File: config.mk
export PLATFORM = sky130hd
export DESIGN_NAME = sdc_axil_bram_bridge
export DESIGN_NICKNAME = d
export VERILOG_FILES = /design/src/rtl/sdc_bridge_pkg.sv /design/src/rtl/sdc_axil_bram_bridge.sv
export SDC_FILE = /design/constraint.sdc
export NUM_CORES = 1
export LEC_CHECK = 0
export CAP_MARGIN = 20
export CORE_MARGIN = 4
export CORE_UTILIZATION = 41
export DETAILED_ROUTE_END_ITERATION = 7
export HOLD_SLACK_MARGIN = 0.08
export PLACE_DENSITY = 0.95
export SLEW_MARGIN = 20
export SYNTH_ARGS = -nofsm -noshare
export SYNTH_HDL_FRONTEND = slang
export SYNTH_SLANG_ARGS = --single-unit
File: constraint.sdc
create_clock -name clk -period 3.2 [get_ports clk]
set_input_delay 0.48 -clock clk [delete_from_list [all_inputs] [get_ports clk]]
set_output_delay 0.48 -clock clk [all_outputs]
set_load 0.01 [all_outputs]
File: src/rtl/sdc_bridge_pkg.sv
// Purpose : shared types and constants for the SD controller AXI4-Lite to BRAM bridge.
// Contents: FSM state encoding, AXI response codes, arbiter grant encoding.
// Users   : sdc_axil_bram_bridge (import sdc_bridge_pkg::*).
package sdc_bridge_pkg;

  typedef enum logic [2:0] {
    ST_IDLE = 3'd0,
    ST_WR   = 3'd1,
    ST_B    = 3'd2,
    ST_RD   = 3'd3,
    ST_RCAP = 3'd4,
    ST_R    = 3'd5
  } state_e;

  localparam logic [1:0] RESP_OKAY   = 2'b00;
  localparam logic [1:0] RESP_SLVERR = 2'b10;

  localparam logic GRANT_RD = 1'b0;
  localparam logic GRANT_WR = 1'b1;

endpackage

File: src/rtl/sdc_axil_bram_bridge.sv
// Purpose : AXI4-Lite slave to BRAM master (READ_LATENCY 1) for the SD host register window.
// Latency : write grant T -> bram_en T+1 -> bvalid T+2; read grant T -> bram_en T+1 -> rvalid T+3.
// Backpr. : one transaction in flight; bvalid/rvalid held until bready/rready, no new grant meanwhile.
// Ports   : clk/rst (sync, active-high); s_axil_aw*/w*/b*/ar*/r* AXI4-Lite slave;
//           bram_addr/en/we/wrdata out (registered), bram_rddata in (valid cycle after bram_en).
// Config  : SDC_BRIDGE_DECERR_EN -> addresses above the BRAM window answer SLVERR with no
//           BRAM access; undefined -> upper address bits alias, response always OKAY.
module sdc_axil_bram_bridge
  import sdc_bridge_pkg::*;
#(
  parameter int AddrWidth     = 12,
  parameter int BramAddrWidth = 8
) (
  input  logic                     clk,
  input  logic                     rst,
  input  logic [AddrWidth-1:0]     s_axil_awaddr,
  input  logic [2:0]               s_axil_awprot,
  input  logic                     s_axil_awvalid,
  output logic                     s_axil_awready,
  input  logic [31:0]              s_axil_wdata,
  input  logic [3:0]               s_axil_wstrb,
  input  logic                     s_axil_wvalid,
  output logic                     s_axil_wready,
  output logic [1:0]               s_axil_bresp,
  output logic                     s_axil_bvalid,
  input  logic                     s_axil_bready,
  input  logic [AddrWidth-1:0]     s_axil_araddr,
  input  logic [2:0]               s_axil_arprot,
  input  logic                     s_axil_arvalid,
  output logic                     s_axil_arready,
  output logic [31:0]              s_axil_rdata,
  output logic [1:0]               s_axil_rresp,
  output logic                     s_axil_rvalid,
  input  logic                     s_axil_rready,
  output logic [BramAddrWidth-1:0] bram_addr,
  output logic                     bram_en,
  output logic [3:0]               bram_we,
  output logic [31:0]              bram_wrdata,
  input  logic [31:0]              bram_rddata
);

  state_e                   state_q, state_d;
  logic                     last_grant_q;
  logic                     err_q;
  logic [BramAddrWidth-1:0] bram_addr_q;
  logic                     bram_en_q;
  logic [3:0]               bram_we_q;
  logic [31:0]              bram_wrdata_q;
  logic [31:0]              rdata_q;

  logic wr_elig, rd_elig;
  logic grant_wr, grant_rd;
  logic aw_oob, ar_oob;

  // Protection bits and the byte offset carry no meaning for a word-wide register window.
  logic unused_inputs;
  assign unused_inputs = ^{s_axil_awprot, s_axil_arprot, s_axil_awaddr, s_axil_araddr};

`ifdef SDC_BRIDGE_DECERR_EN
  assign aw_oob = |s_axil_awaddr[AddrWidth-1:BramAddrWidth+2];
  assign ar_oob = |s_axil_araddr[AddrWidth-1:BramAddrWidth+2];
`else
  assign aw_oob = 1'b0;
  assign ar_oob = 1'b0;
`endif

  // A write needs AW and W together so the address is never taken without its data.
  // On a tie the side that did not win last time goes first.
  always_comb begin
    wr_elig  = s_axil_awvalid && s_axil_wvalid;
    rd_elig  = s_axil_arvalid;
    grant_wr = 1'b0;
    grant_rd = 1'b0;
    if (state_q == ST_IDLE && !rst) begin
      if (wr_elig && rd_elig) begin
        grant_wr = (last_grant_q == GRANT_RD);
        grant_rd = (last_grant_q == GRANT_WR);
      end else begin
        grant_wr = wr_elig;
        grant_rd = rd_elig;
      end
    end
  end

  // State register
  always_ff @(posedge clk) begin
    if (rst) state_q <= ST_IDLE;
    else     state_q <= state_d;
  end

  // Next-state logic
  always_comb begin
    state_d = state_q;
    case (state_q)
      ST_IDLE: begin
        if (grant_wr)      state_d = ST_WR;
        else if (grant_rd) state_d = ST_RD;
      end
      ST_WR:   state_d = ST_B;
      ST_B:    if (s_axil_bready) state_d = ST_IDLE;
      ST_RD:   state_d = ST_RCAP;
      ST_RCAP: state_d = ST_R;
      ST_R:    if (s_axil_rready) state_d = ST_IDLE;
      default: state_d = ST_IDLE;
    endcase
  end

  // Request capture and BRAM drive. The BRAM strobe is loaded in the grant cycle so it
  // appears registered in WR/RD and self-clears the following cycle.
  always_ff @(posedge clk) begin
    if (rst) begin
      last_grant_q  <= GRANT_RD;
      err_q         <= 1'b0;
      bram_addr_q   <= '0;
      bram_en_q     <= 1'b0;
      bram_we_q     <= 4'b0;
      bram_wrdata_q <= 32'b0;
      rdata_q       <= 32'b0;
    end else begin
      bram_en_q <= 1'b0;
      bram_we_q <= 4'b0;
      if (grant_wr) begin
        last_grant_q  <= GRANT_WR;
        err_q         <= aw_oob;
        bram_addr_q   <= s_axil_awaddr[BramAddrWidth+1:2];
        bram_wrdata_q <= s_axil_wdata;
        bram_en_q     <= !aw_oob;
        bram_we_q     <= aw_oob ? 4'b0 : s_axil_wstrb;
      end else if (grant_rd) begin
        last_grant_q <= GRANT_RD;
        err_q        <= ar_oob;
        bram_addr_q  <= s_axil_araddr[BramAddrWidth+1:2];
        bram_en_q    <= !ar_oob;
      end
      // Read data is valid the cycle after the strobe, which is RCAP.
      if (state_q == ST_RCAP) rdata_q <= err_q ? 32'b0 : bram_rddata;
    end
  end

  // Output logic
  always_comb begin
    s_axil_awready = grant_wr;
    s_axil_wready  = grant_wr;
    s_axil_arready = grant_rd;
    s_axil_bvalid  = (state_q == ST_B);
    s_axil_rvalid  = (state_q == ST_R);
    s_axil_bresp   = RESP_OKAY;
    s_axil_rresp   = RESP_OKAY;
    if (s_axil_bvalid && err_q) s_axil_bresp = RESP_SLVERR;
    if (s_axil_rvalid && err_q) s_axil_rresp = RESP_SLVERR;
  end

  assign s_axil_rdata = rdata_q;
  assign bram_addr    = bram_addr_q;
  assign bram_en      = bram_en_q;
  assign bram_we      = bram_we_q;
  assign bram_wrdata  = bram_wrdata_q;

endmodule

# Word level (Yosys, flattened, before mapping)
# Index checks and enable logic that the tools add are counted.
# word_totals
reg_bits	81
latchBits	0
ramBits	0
romBits	0
input_bits	105
out_inout_bits	86
word_cells	40
n_memories	0
# classes
n_addsub	0
multipliers	0
n_div	0
n_lt_le_gt_ge	0
n_eq_ne	8
shift	0
muxes	15
bitwise_logic	2
reduce_logical	8
# ops
cell	count
one-hot mux 3 bit (6 select lines)	1
2-to-1 mux 8 bit	2
2-to-1 mux 3 bit	4
2-to-1 mux 1 bit	8
== test 3 x 2 -> 1 bit (second input constant)	2
== test 3 bit (second input constant)	2
!= test 2 x 1 -> 1 bit (second input constant)	2
== test 3 x 1 -> 1 bit (second input constant)	1
logical AND 1 bit	3
logical NOT 3 bit	1
!= test 3 bit (second input constant)	1
AND reduction 3 bit	1
inverter 1 bit	2
nonzero test 2 bit	1
OR reduction 2 bit	1
logical NOT 1 bit	1

# Longest topological paths before layout
# depth
word_depth	7
ltp_mapped	6
depth_no_buf	4

# Least setup slack after synthesis
# Ideal clock, no wire load.
# synth_timing
path_type	input to output
from	input s_axil_awvalid
to	output s_axil_wready
arrival_ns	1.503
required_time_ns	2.720
setup_slack_ns	1.217
path_stages	6
path_buffers	3
cell_sequence	and2_1 clkbuf_1 nand3_4 buf_6 inv_1 buf_4
# synth_between
elab_chain_cells	4
# synth_lines
element	line	source
from (decl)	sdc_axil_bram_bridge.sv:18	input logic s_axil_awvalid,
logical AND 1 bit (*)	sdc_axil_bram_bridge.sv:70	wr_elig = s_axil_awvalid && s_axil_wvalid;
logical AND 1 bit	sdc_axil_bram_bridge.sv:75	if (wr_elig && rd_elig) begin
2-to-1 mux 1 bit (*)	sdc_axil_bram_bridge.sv:75	
2-to-1 mux 1 bit (*)	sdc_axil_bram_bridge.sv:74	if (state_q == ST_IDLE && !rst) begin
to (decl)	sdc_axil_bram_bridge.sv:23	output logic s_axil_wready,
# Every way passes the cells marked *; elsewhere a longest branch is shown, timed or not.

# Worst setup path after layout
# layout_timing
from	register state_q[1]
to	output s_axil_arready
# layout_between
elab_chain_cells	3
# layout_lines
element	line	source
from (decl)	sdc_axil_bram_bridge.sv:42	state_e state_q, state_d;
from (signal assigned)	sdc_axil_bram_bridge.sv:88	else state_q <= state_d;
logical NOT 3 bit	sdc_axil_bram_bridge.sv:74	
logical AND 1 bit	sdc_axil_bram_bridge.sv:74	
2-to-1 mux 1 bit	sdc_axil_bram_bridge.sv:74	
to (decl)	sdc_axil_bram_bridge.sv:30	output logic s_axil_arready,
# No other way between the ends.

==> metrics.md <==
| Metric | Value |
|---|---|
| R2r startpoint | state_q[1] |
| Grt met1 use | 0.202 |
| Reg-to-Reg End | bram_wrdata[12] |
| Critical path fanouts, max | 10 |
| Share of the synthesized area in the top cell type | 0.494 |
| CTS max path bufs | 2 |
| Vias in the first global route | 2952 |
| CTS Buf Count | 9 |
| Arr. time, crit path | 2.21 ns |
| Hold Crit Depth | 2 |
| Worst R2R Setup Slack | 1.30 ns |
| Number of DRC markers in iteration 0 | 94 |
| FFs w/ async S/R, synth | 0 |
| P&R area growth vs syn | 59.8% |
| FP Rows | 32 |
| Area of all sequential standard cells | 1620 sq um |
| Share of cells above drive strength 1 | 0.111 |
| Yosys cell types | 28 |
| Core Box Area | 7770 sq um |
| Req. time, crit path | 2.72 ns |
| Leak pwr | 1.99 nW |
| TNS Setup | 0 ns |
| Fin util | 0.675 |
| Critical Path Sink Type | output pin |
| Drt total wl | 8.99 mm |
| Critical Path Start | state_q[1] |
| Vias per inst | 4.85 |
| CTS tree | built |
| Reg2Reg Depth | 4 |
| Buffers added on ports | 172 |
| Drt first pass iters | 5 |
| Run status | complete, no violations |
| Final WS setup | 0.506 ns |
| Worst slack, placed | 0.518 ns |
| Via count | 2945 |
| Die height | 97.5 um |
| Clk_skew | 0.0133 ns |
| Multi-input gate area | 1490 sq um |
| Die Area | 9500 sq um |
| Avg Synthesized Cell Area | 9.62 sq um |
| Nets@finish | 605 |
| GR peak layer | met2 |
| Routed Antenna Nets | 0 |
| Global Route met2 Usage | 0.312 |
| Ys Warns | 0 |
| Critical Path Source Type | flip-flop |
| F_max | 0.371 GHz |
| Worst ir drop on vdd | 276 uV |
| Synth area leader | dfxtp_1 |
| Filler Cells Inserted | 588 |
| H-tree levels | 3 |
| Top area cells in the synthesized netlist | dfxtp_1 (49%), mux2_4 (13%), nand2_1 (7.9%) |
| EDFF count, synth | 0 |
| HP Start | s_axil_rdata[5] |
| Remaining global-route overflow | 0 |
| Period utilization | 0.842 |
| Count leader, synth | dfxtp_1 |
| GRT met3 Usage | 0.0739 |
| #FFs+latches synth | 81 |
| Post-Syn Instances | 341 |
| Worst-skew pair later-pin latency | 0.33 ns |
| HP Class | reg2reg |
| CTS-repair resized insts | 0 |
| Mapped cell area | 3280 sq um |
| Primary FF master, synth | dfxtp_1 |
| # clock sinks | 81 |
| RSZ-0062 raised after global routing | no |
| Die Width | 97.5 um |
| GRT Total Usage | 0.182 |
| Slew Limit Fails | 0 |
| Initial Utilization | 0.422 |
| Max-cap violations | 0 |
| I/O pins | 191 |
| List of most frequent post-synthesis cells | dfxtp_1 (81), nand2_1 (69), a21oi_1 (43) |
| Rel. slew slack | 0.489 |
| # hold bufs at CTS | 0 |
| Root buffer cell | clkbuf_8 |
| Hold endpoint | s_axil_rdata[5] |
| Setup bufs post-CTS | 0 |
| Tmin final | 2.69 ns |
| First-pass GRT wire length | 14.3 mm |
| Clock-pin transition on the worst setup and hold timing paths | 0.08 ns |
| DPL Wire Length | 6.69 mm |
| WL per Instance | 14.8 um |
| Measured slew at the worst slew-check pin | 0.767 ns |
| Largest net degree at the start of global routing | 77 |
| PD cells | 452 nW/um^2 |
| Final hold violation count | 0 |
| Critical setup path kind | reg2out |
| Initial antenna violation count | 1 |
| Final setup violation count | 0 |
| Antenna cells | 0 |
| Global placement routability congestion | 0.812 |
| Post-route DRC | 0 |
| Post-synthesis sequential area ratio | 0.494 |
-- state kept, by name (all words and copies together) (netlist names) --
signal,cells
bram_en,1
state_q,3
last_grant_q,1
s_axil_rdata,32
bram_addr,8
bram_wrdata,32
bram_we,4
-- report_power, final --
part | internal (W) | switching (W)
sequential | 0.00106 | 0.0000314
combinational | 0.000247 | 0.000148
clock | 0.000523 | 0.000363
-- kinds of logic (layout without fill, tap and decap cells) --
group,Yosys count,after routing,synth area share
muxes,32,32,0.142
buffers and inverters,36,197,0.0580
AOI/OAI and AO/OA,64,64,0.109
DFF,81,81,0.494
other,1,4,0.00114
and+or+nand+nor,127,127,0.195
-- metrics by stage --
step	instances	hold slack [ns]	power (W)	cell area, sq um
2_1_floorplan	344	0.481	0.00128	3290
3_3_place_gp	591	0.441	0.00149	5000
3_5_place_dp	591	0.446	0.00151	5000
4_1_cts	607	0.459	0.00240	5240
5_1_grt	607	0.472	0.00248	5240
6_report	607	0.460	0.00237	5240
-- placed cells by master, fill, tap and decap left out, drive strengths merged, types with 4 or more instances in the layout --
master / Yosys / final
nor2b: 32 / 32
clkdlybuf4s50: 0 / 171
conb: 1 / 4
a311oi: 8 / 8
dfxtp: 81 / 81
and2: 7 / 7
nand3: 9 / 9
nand2: 69 / 69
inv: 5 / 6
buf: 20 / 5
clkbuf: 11 / 10
o21ai: 10 / 10
a21oi: 43 / 43
mux2: 32 / 32
-- worst max-delay path, stage by stage (launching register included) --
cell and delay [ns]:
dfxtp_1 0.42, nor4_4 0.52, buf_4 0.24, inv_1 0.04, nor2_1 0.10, clkdlybuf4s50_1 0.57
-- layout make-up --
class,count,area share
Timing Repair Buffer,176,0.333
Sequential cell,81,0.309
Multi-Input combinational cell,227,0.283
Clock buffer,10,0.0243
Tap cell,102,0.0243
Clock inverter,6,0.0220
Inverter,5,0.00358
-- routing by layer --
layer | share of wire | up-vias
li1 | - | 1438
met1 | 0.39 | 1350
met2 | 0.49 | 139
met3 | 0.097 | 16
met4 | 0.018 | 2
met5 | 0.0014 | -
-- worst max path at each step --
stage | cells after the start | end | slack (ns)
4_1_cts | 5 | s_axil_arready | 0.46
3_5_place_dp | 5 | s_axil_wready | 0.52
3_3_place_gp | 5 | s_axil_awready | 0.56
2_1_floorplan | 6 | s_axil_wready | 1.22
6_report | 5 | s_axil_arready | 0.51
5_1_grt | 5 | s_axil_arready | 0.31
Power figures use the tool's default switching activity.
